===== src/rtl/fsm4_pkg.sv =====
// Shared types for the AES round-sequencing controllers.
// The encryption state_e and the decrypt-side dec_state_e both live here.
package fsm4_pkg;

  typedef enum logic [2:0] {
    ENC_IDLE,
    ENC_INITIAL_ROUND,
    ENC_MID_ROUND,
    ENC_LAST_ROUND,
    ENC_DONE
  } state_e;

  typedef enum logic [2:0] {
    IDLE,
    INITIAL_ROUND,
    MID_ROUND,
    LAST_ROUND,
    DONE
  } dec_state_e;

  typedef enum logic [1:0] {
    NONE      = 2'd0,
    INV_SR_SB = 2'd1,
    ARK       = 2'd2,
    INV_MC    = 2'd3
  } round_step_e;

  localparam logic [1:0] PHASE_0 = 2'd0;
  localparam logic [1:0] PHASE_1 = 2'd1;
  localparam logic [1:0] PHASE_2 = 2'd2;

endpackage


===== src/rtl/decryption_fsm.sv =====
// AES inverse-cipher control FSM: initial ARK, NUM_ROUNDS-1 inverse middle
// rounds, inverse last round; round keys fetched in reverse order over req/valid.
//
// state         | meaning
// IDLE          | waiting for start
// INITIAL_ROUND | ARK with key NUM_ROUNDS on ciphertext input
// MID_ROUND     | phase 0 InvSR/SB, phase 1 ARK, phase 2 InvMC
// LAST_ROUND    | phase 0 InvSR/SB, phase 1 ARK with key 0
// DONE          | one-cycle done pulse, plaintext in state register
module decryption_fsm
  import fsm4_pkg::*;
#(
  parameter int NUM_ROUNDS = 10,
  parameter int KEY_IDX_W  = 4
) (
  input  logic                 clk,
  input  logic                 reset_n,
  input  logic                 start,
  input  logic                 key_valid,
  output logic                 busy,
  output logic                 done,
  output logic                 mux_sel,
  output logic                 load_state,
  output logic [1:0]           round_step,
  output logic                 req_key,
  output logic [KEY_IDX_W-1:0] key_idx
);

  localparam logic [KEY_IDX_W-1:0] RC_INIT = KEY_IDX_W'(NUM_ROUNDS);
  localparam logic [KEY_IDX_W-1:0] RC_ONE  = KEY_IDX_W'(1);

  dec_state_e           state, state_n;
  logic [KEY_IDX_W-1:0] round_count, round_count_n;
  logic [1:0]           phase, phase_n;
  round_step_e          step;

  always_ff @(posedge clk) begin
    if (!reset_n) begin
      state       <= IDLE;
      round_count <= RC_INIT;
      phase       <= PHASE_0;
    end else begin
      state       <= state_n;
      round_count <= round_count_n;
      phase       <= phase_n;
    end
  end

  always_comb begin
    state_n       = state;
    round_count_n = round_count;
    phase_n       = phase;
    busy          = 1'b0;
    done          = 1'b0;
    mux_sel       = 1'b0;
    load_state    = 1'b0;
    step          = NONE;
    req_key       = 1'b0;

    case (state)
      IDLE: begin
        if (start) begin
          state_n       = INITIAL_ROUND;
          round_count_n = RC_INIT;
        end
      end

      INITIAL_ROUND: begin
        busy       = 1'b1;
        step       = ARK;
        req_key    = 1'b1;
        load_state = key_valid;
        if (key_valid) begin
          state_n       = MID_ROUND;
          phase_n       = PHASE_0;
          round_count_n = RC_INIT - RC_ONE;
        end
      end

      MID_ROUND: begin
        busy    = 1'b1;
        mux_sel = 1'b1;
        case (phase)
          PHASE_0: begin
            step       = INV_SR_SB;
            load_state = 1'b1;
            phase_n    = PHASE_1;
          end
          PHASE_1: begin
            step       = ARK;
            req_key    = 1'b1;
            load_state = key_valid;
            if (key_valid) phase_n = PHASE_2;
          end
          PHASE_2: begin
            step       = INV_MC;
            load_state = 1'b1;
            phase_n    = PHASE_0;
            // compare guards the decrement so round_count never wraps
            if (round_count == RC_ONE) begin
              state_n       = LAST_ROUND;
              round_count_n = '0;
            end else begin
              round_count_n = round_count - RC_ONE;
            end
          end
          default: begin
            state_n       = IDLE;
            phase_n       = PHASE_0;
            round_count_n = RC_INIT;
          end
        endcase
      end

      LAST_ROUND: begin
        busy    = 1'b1;
        mux_sel = 1'b1;
        case (phase)
          PHASE_0: begin
            step       = INV_SR_SB;
            load_state = 1'b1;
            phase_n    = PHASE_1;
          end
          PHASE_1: begin
            step       = ARK;
            req_key    = 1'b1;
            load_state = key_valid;
            // reload so DONE and the following IDLE present key_idx=NUM_ROUNDS
            if (key_valid) begin
              state_n       = DONE;
              phase_n       = PHASE_0;
              round_count_n = RC_INIT;
            end
          end
          default: begin
            state_n       = IDLE;
            phase_n       = PHASE_0;
            round_count_n = RC_INIT;
          end
        endcase
      end

      DONE: begin
        done    = 1'b1;
        state_n = IDLE;
      end

      default: begin
        state_n       = IDLE;
        phase_n       = PHASE_0;
        round_count_n = RC_INIT;
      end
    endcase
  end

  assign round_step = step;
  assign key_idx    = round_count;

endmodule


===== config.mk =====
export PLATFORM = sky130hd
export DESIGN_NAME = decryption_fsm
export DESIGN_NICKNAME = d
export VERILOG_FILES = /design/src/rtl/fsm4_pkg.sv /design/src/rtl/decryption_fsm.sv
export SDC_FILE = /design/constraint.sdc
export NUM_CORES = 1
export LEC_CHECK = 0
export ABC_CLOCK_PERIOD_IN_PS = 1550
export BUFFER_PORTS_ARGS = -buffer_cell sky130_fd_sc_hd__clkbuf_2
export CORE_AREA = 2 2 47 45
export DETAILED_ROUTE_END_ITERATION = 16
export DIE_AREA = 0 0 49 47
export PLACE_DENSITY = 0.7
export SLEW_MARGIN = 40
export SYNTH_ARGS = -nofsm -noshare
export SYNTH_HDL_FRONTEND = slang
export SYNTH_SLANG_ARGS = --single-unit

===== constraint.sdc =====
create_clock -name clk -period 1.55 [get_ports clk]
set_input_delay 0.465 -clock clk [delete_from_list [all_inputs] [get_ports clk]]
set_output_delay 0.465 -clock clk [all_outputs]
set_load 0.1 [all_outputs]

Word level (Yosys, flattened, before mapping)
Index checks and enable logic that the tools add are counted.

$add $sub $neg: 1. Multiply operators: 0. Div/mod/pow operators: 0. Order comparisons: 0. Eq/ne operators: 14. Shift operators: 0. Mux-type cells: 30. Bitwise gates (word level): 2. Reduce and logical (&&, ||, !) cells: 10.

Operators with widths (number): 4-bit case mux with 5 select lines (1); 4-bit 2-to-1 mux (4); 4-bit case mux with 2 select lines (2); 3-bit 2-to-1 mux (4); 2-bit case mux with 2 select lines (3); 2-bit case mux with 3 select lines (2); 3-bit case mux with 2 select lines (2); 3-bit case mux with 4 select lines (1); 6-bit AND reduction (2); 3-bit != test (second input constant) (3); 2-bit != test (second input constant) (4); 2-bit case mux with 4 select lines (1); 2-bit OR reduction (4); 3-bit by 2-bit == test with 1-bit output (second input constant) (2); 1-bit case mux with 2 select lines (3); 4-bit by 1-bit == test with 1-bit output (second input constant) (1); 1-bit 2-to-1 mux (4); 2-bit 2-to-1 mux (2); 4-bit by 1-bit subtractor with 4-bit output (second input constant) (1); 3-bit by 1-bit == test with 1-bit output (second input constant) (1); 3-bit == test (second input constant) (1); 3-bit logical NOT (1); 1-bit case mux with 3 select lines (1); 3-bit OR reduction (1); 5 further kinds (6).

Bits in registers: 9. Latch bits: 0. Memory bits (writable): 0. Memory bits (read-only): 0. Input bits: 4. Output and inout bits: 11. Word-level logic and storage cells: 60. Memories: 0.

Longest topological paths before layout
Word-level depth: 4. Depth in mapped cells: 6. Gate-level depth less buffers: 6.

Worst setup path after synthesis
Ideal clock, no wire load.

Path kind: reg2out. From: register phase[1]. To: output port load_state. Arrival time: 3128 ps. Data required time: 1085 ps. Setup slack: -2043 ps. Cell stages (with the launch flop): 6. Buffers on the path: 0. Path through: dfxtp_1 > inv_1 > ha_1 > nand2b_1 > nand2_1 > a211oi_1.

Word-level cells in the longest chain between the ends: 4. Elaborated cells between the ends (all ways): 7. Those cells by class: 2 x eq/ne; 3 x mux; 2 x reduce/logical.

RTL lines: start: declaration (line decryption_fsm.sv:34) `logic [1:0] phase, phase_n;`; start signal: assignment (line decryption_fsm.sv:45) `phase <= phase_n;`; 2-bit == test or 2-bit logical NOT (tied branches) (line decryption_fsm.sv:83, decryption_fsm.sv:118); 2-bit OR reduction (no line); 1-bit case mux with 2 select lines (line decryption_fsm.sv:83) `case (phase)`; 1-bit case mux with 3 select lines (*) (line decryption_fsm.sv:60) `case (state)`; end: declaration (line decryption_fsm.sv:23) `output logic load_state,`.

Mark *: on every way between the ends. The rest lies on a longest branch, timed or not.

Worst setup path in the final report
From: register phase[0]. To: output port load_state.

Same word-level chain as after synthesis.

==> key figures <==
Status
  – Status: complete, but fails checks
  – Failing checks: setup timing

Clocking
  – H-Tree Depth: 1
  – Root Buffer: clkbuf_4
  – CTS sink cnt: 9
  – CTS tree: yes
  – Num CTS Buffers: 3
  – Clock transition at path regs: 0.07 ns
  – Worst skew pair latency: 0.28 ns
  – CTS Buffer Depth: 2
  – Hold buffer count at cts: 0

Cells and area
  – Fillers: 65
  – Final nets: 166
  – Ant. Diodes: 0
  – Layout area overhead: 98.5%
  – Most common cell after layout, fill and taps aside: buf_4
  – Most frequent cells in the layout: buf_4 (33), buf_12 (11), dfxtp_4 (6), inv_1 (5), o211ai_1 (5)
  – Layout cell share with drive strength beyond 1: 0.699
  – Final non-filler cell area: 1640 um2

Floorplan
  – Die ar.: 2300 um2
  – Core ar.: 1820 um2
  – IO Count: 15
  – Width of the die: 49 um
  – Chip height: 47 um
  – FP Rows: 15
  – Initial Util: 0.454

Drt
  – DRC: 0
  – Routed Antenna Nets: 0
  – Highest routed layer: met4
  – Met1 Wirelength: 1390 um
  – DR vias/cell: 5.70
  – Initial drt markers: 15
  – Met2 routed WL: 1640 um
  – Met3 wire length: 121 um
  – DR WL/cell: 18.3 um
  – WL final: 3260 um
  – First-pass DRT Iterations: 4
  – Total number of vias: 1014

Timing
  – Final Cycle Share: 1.30
  – Final setup violation count: 14
  – Setup Skew: 0.00835 ns
  – Setup ws final: -0.461 ns
  – Hold WS: 0.505 ns
  – Worst slew pin tran: 0.317 ns
  – RSZ-0062 raised after global routing: true
  – Final Hold Vio Count: 0
  – Final Max Tran Viols: 0
  – Final Critical Period: 2.01 ns
  – FMAX: 497 MHz
  – Worst slew margin: 0.787

Global routing
  – Largest net degree at the start of global routing: 10
  – Initial antenna violation count: 0
  – Remaining Overflow, GRT: 0
  – Total track usage: 0.283
  – Number of global-route vias before repair: 1073
  – First-pass GRT wire length: 4860 um

Hold path
  – Path category of the worst min-delay check: in2reg

Logic synthesis
  – Yosys warns: 0
  – Post-synth cell types: 43
  – Post-synth EDFFs: 0
  – Syn_area_per_cell: 8.26 um2
  – Sequential share of the synthesized area: 0.218
  – Post-synthesis register bit count: 9
  – Cell Area, Synth: 826 um2
  – Syn_nets: 112
  – Ys flop type: dfxtp_1
  – Syn Inst Count: 100
  – Synth async-reset ratio: 0

Critical path
  – Critical path endpoint category: output port
  – Critical path required time: 1.08 ns
  – WS Path Type: reg2out
  – Critical Path AT: 1.55 ns
  – Crit-path max FO: 5
  – CP Launch Type: flop

Power and ir drop
  – Worst-case vdd ir drop: 1.97 mV
  – Power per Cell Area: 2320 nW/um2
  – Leak: 0.666 nW

Flow run
  – Max-cap violations: 0

Place
  – HPWL after DPL: 1840 um
  – IO buf count: 14
  – Routability cong.: 0.887
  – Placement Cell Area: 1380 um2
==> stage by stage <==
step	worst slack (ns)	instances	util	total power [mW]	TNS, ns
CTS	-0.439	172	0.841	3.48	-2.23
detailed placement	-0.205	159	0.757	3.09	-1.01
floorplan	-0.585	100	-	2.12	-1.74
finish	-0.461	178	0.900	3.80	-2.92
global placement	-0.154	159	0.757	3.03	-0.698
global route	-0.508	178	0.900	3.94	-3.57
==> cell families after synthesis <==
family / synth area share
and+or+nand+nor: 0.250
buffers and inverters: 0.0606
adders and majority gates: 0.121
DFF: 0.218
muxes: 0.0121
AOI/OAI and AO/OA: 0.338
==> critical path, stage by stage (launching register included) <==
cell      delay [ns]
dfxtp_4         0.38
inv_4           0.09
ha_4            0.15
nor2b_4         0.14
o21ai_2         0.07
a211oi_4        0.24
buf_12          0.21
==> registers in the layout, indices dropped and copies added (netlist names) <==
| name | cells |
|---|---|
| state | 3 |
| phase | 2 |
| key_idx | 4 |
==> path summary, 6_finish.rpt <==
check	startpoint	endpoint	slack [ns]	cells after the start
worst max-delay path	phase[0]	load_state	-0.46	6
worst min-delay path	reset_n	key_idx[1]	0.50	2
worst max register to register	phase[1]	key_idx[3]	-0.21	8
worst min register to register	phase[1]	phase[1]	0.54	2
==> where the power goes <==
group,switching [mW],internal (mW)
registers,0.138,0.315
clock network,0.0971,0.0998
logic,1.77,1.38
total,2.00,1.80
==> Yosys cell counts (2+ instances only) <==
| cell | number | area (um2) |
|---|---|---|
| nand2_1 | 5 | 18.8 |
| nor2b_1 | 3 | 18.8 |
| nor3_1 | 2 | 10.0 |
| dfxtp_1 | 9 | 180 |
| o211ai_1 | 5 | 37.5 |
| nand3_1 | 2 | 10.0 |
| a21oi_1 | 6 | 30.0 |
| o31a_1 | 2 | 17.5 |
| a32o_1 | 2 | 20.0 |
| or3b_2 | 2 | 17.5 |
| nand2b_1 | 4 | 25.0 |
| ha_1 | 8 | 100 |
| a21oi_2 | 2 | 17.5 |
| a21o_1 | 3 | 22.5 |
| inv_1 | 9 | 33.8 |
| nor2_1 | 9 | 33.8 |
==> repair_timing <==
| action | in CTS | in global routing |
|---|---|---|
| gates resized for setup | 17 | 15 |
| cloned | 1 | 0 |
| buffers inserted | 8 | 6 |
| endpoints found under the setup margin | 14 | 16 |
| pin swaps | 16 | 14 |
==> area by class of cell <==
cell class | count | area (um2) | area share
multi-input combinational | 79 | 797 | 0.486
timing repair buffer | 52 | 533 | 0.325
sequential | 9 | 206 | 0.126
inverter | 9 | 45.0 | 0.0275
tap | 25 | 31.3 | 0.0191
clock buffer | 4 | 26.3 | 0.0160
==> layer usage <==
metal | track usage | vias up
met5 | 0 | -
met3 | 0.0350 | 12
li1 | - | 477
met4 | 0.234 | 0
met1 | 0.323 | 485
met2 | 0.501 | 40
No activity file was read; power rests on OpenSTA's default activity.
